[src/rtl/memory_arbiter.sv]
// Two-port (instruction/data) round-robin arbiter in front of a single
// four-phase main-memory port, with per-transaction ack timeout.
module memory_arbiter #(
    parameter int unsigned WIDTH      = 32,
    parameter int unsigned ADDR_WIDTH = 32,
    parameter int unsigned TIMEOUT    = 1023
) (
    input  logic                  clk,
    input  logic                  reset,
    input  logic                  i_enable,
    input  logic [ADDR_WIDTH-1:0] i_addr,
    output logic                  i_ack,
    output logic [WIDTH-1:0]      i_rdata,
    output logic                  i_err,
    input  logic                  d_enable,
    input  logic                  d_rw,
    input  logic [3:0]            d_be,
    input  logic [ADDR_WIDTH-1:0] d_addr,
    input  logic [WIDTH-1:0]      d_wdata,
    output logic                  d_ack,
    output logic [WIDTH-1:0]      d_rdata,
    output logic                  d_err,
    output logic                  mem_enable,
    output logic                  mem_rw,
    output logic [3:0]            mem_be,
    output logic [ADDR_WIDTH-1:0] mem_addr,
    output logic [WIDTH-1:0]      mem_wdata,
    input  logic [WIDTH-1:0]      mem_rdata,
    input  logic                  mem_ack,
    output logic                  busy
);

    localparam int unsigned CW = (TIMEOUT < 2) ? 1 : $clog2(TIMEOUT);
    localparam logic [CW-1:0] TMAX = CW'((TIMEOUT == 0) ? 0 : TIMEOUT - 1);

    typedef enum logic [1:0] {IDLE, BUSY, RELEASE, DONE} state_t;

    state_t                  state_q;
    logic                    last_d_q;   // 1: data port won the most recent grant
    logic [CW-1:0]           cnt_q;
    logic                    mem_en_q;
    logic                    mem_rw_q;
    logic [3:0]              mem_be_q;
    logic [ADDR_WIDTH-1:0]   mem_addr_q;
    logic [WIDTH-1:0]        mem_wdata_q;
    logic                    i_ack_q, i_err_q, d_ack_q, d_err_q;
    logic [WIDTH-1:0]        i_rdata_q, d_rdata_q;
    logic                    busy_q;
    logic                    pick_d;
    logic                    owner_en;

    // On a tie the port that did not win last time is served.
    assign pick_d   = d_enable & (~i_enable | ~last_d_q);
    assign owner_en = last_d_q ? d_enable : i_enable;

    always_ff @(posedge clk) begin
        if (!reset) begin
            state_q     <= IDLE;
            last_d_q    <= 1'b1;
            cnt_q       <= '0;
            mem_en_q    <= 1'b0;
            mem_rw_q    <= 1'b1;
            mem_be_q    <= '0;
            mem_addr_q  <= '0;
            mem_wdata_q <= '0;
            i_ack_q     <= 1'b0;
            i_err_q     <= 1'b0;
            d_ack_q     <= 1'b0;
            d_err_q     <= 1'b0;
            i_rdata_q   <= '0;
            d_rdata_q   <= '0;
            busy_q      <= 1'b0;
        end else begin
            case (state_q)
                IDLE: begin
                    if (!mem_ack && (i_enable || d_enable)) begin
                        last_d_q <= pick_d;
                        if (pick_d) begin
                            mem_rw_q    <= d_rw;
                            mem_be_q    <= d_be;
                            mem_addr_q  <= d_addr;
                            mem_wdata_q <= d_wdata;
                        end else begin
                            mem_rw_q    <= 1'b1;
                            mem_be_q    <= '1;
                            mem_addr_q  <= i_addr;
                            mem_wdata_q <= '0;
                        end
                        mem_en_q <= 1'b1;
                        cnt_q    <= '0;
                        busy_q   <= 1'b1;
                        state_q  <= BUSY;
                    end
                end
                BUSY: begin
                    if (mem_ack) begin
                        if (mem_rw_q) begin
                            if (last_d_q) d_rdata_q <= mem_rdata;
                            else          i_rdata_q <= mem_rdata;
                        end
                        mem_en_q <= 1'b0;
                        state_q  <= RELEASE;
                    end else if (cnt_q == TMAX) begin
                        // Timeout skips RELEASE: memory never acked, so there is nothing to wait out.
                        mem_en_q <= 1'b0;
                        state_q  <= DONE;
                        if (last_d_q) begin
                            d_err_q   <= 1'b1;
                            d_ack_q   <= 1'b1;
                            d_rdata_q <= '0;
                        end else begin
                            i_err_q   <= 1'b1;
                            i_ack_q   <= 1'b1;
                            i_rdata_q <= '0;
                        end
                    end else begin
                        cnt_q <= cnt_q + CW'(1);
                    end
                end
                RELEASE: begin
                    if (!mem_ack) begin
                        state_q <= DONE;
                        if (last_d_q) d_ack_q <= 1'b1;
                        else          i_ack_q <= 1'b1;
                    end
                end
                DONE: begin
                    if (!owner_en) begin
                        state_q <= IDLE;
                        busy_q  <= 1'b0;
                        i_ack_q <= 1'b0;
                        i_err_q <= 1'b0;
                        d_ack_q <= 1'b0;
                        d_err_q <= 1'b0;
                    end
                end
                default: state_q <= IDLE;
            endcase
        end
    end

    assign i_ack      = i_ack_q;
    assign i_err      = i_err_q;
    assign i_rdata    = i_rdata_q;
    assign d_ack      = d_ack_q;
    assign d_err      = d_err_q;
    assign d_rdata    = d_rdata_q;
    assign mem_enable = mem_en_q;
    assign mem_rw     = mem_rw_q;
    assign mem_be     = mem_be_q;
    assign mem_addr   = mem_addr_q;
    assign mem_wdata  = mem_wdata_q;
    assign busy       = busy_q;

endmodule

[config.mk]
export PLATFORM = sky130hd
export DESIGN_NAME = memory_arbiter
export DESIGN_NICKNAME = d
export VERILOG_FILES = /design/src/rtl/memory_arbiter.sv
export SDC_FILE = /design/constraint.sdc
export NUM_CORES = 1
export LEC_CHECK = 0
export CAP_MARGIN = 0
export CORE_AREA = 3 3 128 130
export DETAILED_ROUTE_END_ITERATION = 10
export DIE_AREA = 0 0 131 133
export GPL_TIMING_DRIVEN = 0
export PLACE_DENSITY = 0.78
export SLEW_MARGIN = 5
export SYNTH_ARGS = -nofsm -noshare
export SYNTH_HDL_FRONTEND = slang
export SYNTH_SLANG_ARGS = --single-unit
[constraint.sdc]
create_clock -name clk -period 2.9 [get_ports clk]
set_clock_uncertainty 0.1 [all_clocks]
set_input_delay 0.725 -clock clk [delete_from_list [all_inputs] [get_ports clk]]
set_output_delay 0.725 -clock clk [all_outputs]
set_load 0.01 [all_outputs]
==> results.sh <==
export IMPL_synth_cells=787
export IMPL_avgRoutedWirePerCell_um=17.2
export IMPL_cp_cell_sequence="clkdlybuf4s50_1 -> o21ba_2 -> and2_2 -> clkbuf_1 -> clkbuf_1 -> nand3_1 -> a21oi_1"
export IMPL_ys_seq_area_frac=0.478
export IMPL_cts_buffers=17
export IMPL_grt_pass1_vias=6646
export IMPL_crit_required_ns=3.15
export IMPL_powerDensity_nw_per_um2=676
export IMPL_crit_arrival_ns=2.93
export IMPL_die_h_um=133
export IMPL_p_comb_frac=0.284
export IMPL_drtAntennaViolNets=0
export IMPL_post_place_ws_ns=-0.197
export IMPL_grt_max_degree=17
export IMPL_layout_setup_ws_ns=0.219
export IMPL_syn_num_nets=932
export IMPL_dieArea_um2=17400
export IMPL_rows=45
export IMPL_path_clk_slew_ns=0.06
export IMPL_synth_cell_type_count=46
export IMPL_via_per_inst=5.38
export IMPL_placed_area_um2=9380
export IMPL_cts_setup_buffers=0
export IMPL_start_util=0.417
export IMPL_grt_antenna_before_repair=0
export IMPL_slew_violations=0
export IMPL_hpwl_mm=16.9
export IMPL_layout_common_cells="274 x clkdlybuf4s50_1, 152 x dfxtp_1, 112 x nand2_1, 110 x a21oi_1, 70 x o21ai_0"
export IMPL_cap_violations=0
export IMPL_fin_crit_sh=0.924
export IMPL_max_freq_mhz=373
export IMPL_pin_count=277
export IMPL_period_minus_slack_ns=2.68
export IMPL_cts_path_max_buffers=2
export IMPL_crit_path_end_kind="flip-flop"
export IMPL_initialDrtViolationCount=417
export IMPL_finalNonFillerCells=1304
export IMPL_drive_gt1_frac=0.0503
export IMPL_gp_congestion=0.878
export IMPL_hold_violations=0
export IMPL_design_area_um2=10000
export IMPL_dieWidth_um=131
export IMPL_avgSynthCellArea_um2=8.09
export IMPL_vdd_drop_max_v=0.000478
export IMPL_antennaDiodeCount=0
export IMPL_status="finished, final reports clean"
export IMPL_cp_start_kind="input pin"
export IMPL_finalPower_uw=6770
export IMPL_routed_wirelength_mm=22.5
export IMPL_vias=7020
export IMPL_dp_cells=1272
export IMPL_cts_sinks=152
export IMPL_max_stage_delay_ns=0.62
export IMPL_finish_net_count=1225
export IMPL_cts_hold_buffers=0
export IMPL_crit_slowest_cell="clkdlybuf4s50_1"
export IMPL_netlist_area_um2=6370
export IMPL_grt_ovfl_total=0
export IMPL_crit_type="input pin to flip-flop"
export IMPL_cp_max_fo=10
export IMPL_cts_resized=0
export IMPL_utilization=0.656
export IMPL_layout_commonest_cell="clkdlybuf4s50_1"
export IMPL_grt_pass1_wl_mm=34.7
export IMPL_tightest_slew_ns=0.745
export IMPL_p_sw_uw=2140
export IMPL_cts_root_buf="clkbuf_16"
export IMPL_p_int_uw=4630
export IMPL_slew_headroom=0.503
export IMPL_synth_edff_count=0
export IMPL_core_um2=15300
export IMPL_grt_usage=0.251
export IMPL_seqPwrFrac=0.359
export IMPL_p_sw_frac=0.316
export IMPL_clkLatencyLatePin_ns=0.42
export IMPL_synthFlopType="dfxtp_1"
export IMPL_finalSetupViolations=0
export IMPL_io_buffers=274
export IMPL_power_leakage_uw=0.00337
export IMPL_pwr_share_clk=0.357
export IMPL_htree_num_levels=4
export IMPL_synthArstFlopShare=0
export IMPL_cts_tree="done"
export IMPL_min_delay_path_class="flip-flop to flip-flop"
export IMPL_ys_ff_latch=152
export IMPL_area_growth_pct=57.2
export IMPL_drc=0
export IMPL_cp_common_cell="clkbuf_1"
export IMPL_drt_pass1_iterations=5
export IMPL_rsz0062_at_grt="no"
export IMPL_ys_warn_count=0
## worst max-delay path: cells and delay by family
kind                   cells  cell delay (ns)
AOI/OAI and AO/OA          2             0.43
and+or+nand+nor            2             0.35
buffers and inverters      3             1.43
## synthesized netlist by cell type, types with 3 or more instances
| cell type | number | area, um2 |
|---|---|---|
| dfxtp_1 | 152 | 3040 |
| nand2_1 | 112 | 420 |
| a21oi_1 | 110 | 551 |
| o21ai_0 | 70 | 350 |
| nand4_1 | 67 | 419 |
| clkbuf_1 | 60 | 225 |
| nor2_1 | 43 | 161 |
| nand3_1 | 37 | 185 |
| a311oi_1 | 32 | 280 |
| buf_2 | 13 | 65.1 |
| or4_1 | 11 | 82.6 |
| inv_1 | 9 | 33.8 |
| nor3_1 | 9 | 45.0 |
| buf_1 | 8 | 30.0 |
| ha_1 | 7 | 87.6 |
| o31ai_1 | 7 | 52.6 |
| a31oi_1 | 4 | 25.0 |
| or3_1 | 3 | 18.8 |
## power by group through the flow
| stage | clock, uW | sequential (uW) | combinational (uW) |
|---|---|---|---|
| after floorplan | 0 | 2560 | 897 |
| after global placement | 0 | 2470 | 1900 |
| after detailed placement | 0 | 2480 | 1910 |
| after CTS | 2460 | 2430 | 1920 |
| after global routing | 2530 | 2460 | 2100 |
| final | 2420 | 2430 | 1920 |
## layout make-up
cell class	instances	area, um2
fillers	1316	5240
well taps	211	264
inverters	9	33.8
clock inverters	15	214
repair buffers	274	2740
clock buffers	17	425
plain buffers	85	355
flip-flops and latches	152	3040
multi-input cells	541	2940
## flip-flops by register name (all words and copies together) (netlist names), 2 cells and up
signal and cells:
mem_be 4, state_q 2, i_rdata 32, d_rdata 32, mem_wdata 32, cnt_q 10
mem_addr 32
## logic make-up after synthesis
family,Yosys count,synth area share
buffers and inverters,94,0.0611
AND/OR/NAND/NOR,294,0.223
adder cells (fa/ha/maj),7,0.0137
AO/OA/AOI/OAI,238,0.221
multiplexers,2,0.00314
flip-flops,152,0.478
## worst paths after layout
kind	startpoint	to	slack (ns)	cells past startpoint
worst max-delay path	d_enable	mem_wdata[30]	0.22	7
worst min-delay path	mem_wdata[12]	mem_wdata[12]	0.35	2
worst max register to register	state_q[0]	cnt_q[9]	0.45	7
worst min register to register	mem_wdata[12]	mem_wdata[12]	0.35	2
## metrics by stage
step	TNS (ns)	hold WS, ns
5_1_grt	0	0.366
2_1_floorplan	0	0.361
6_report	0	0.349
3_5_place_dp	-8.21	0.342
4_1_cts	0	0.351
3_3_place_gp	-8.03	0.337
## routing by layer
metal | vias to the layer above | part of all wire | global-route usage
li1 | 3450 | - | -
met1 | 3205 | 0.40 | 0.301
met2 | 327 | 0.49 | 0.420
met3 | 38 | 0.089 | 0.0779
met4 | 0 | 0.025 | 0.0869
met5 | - | 0 | 0
Power figures use the tool's default switching activity.
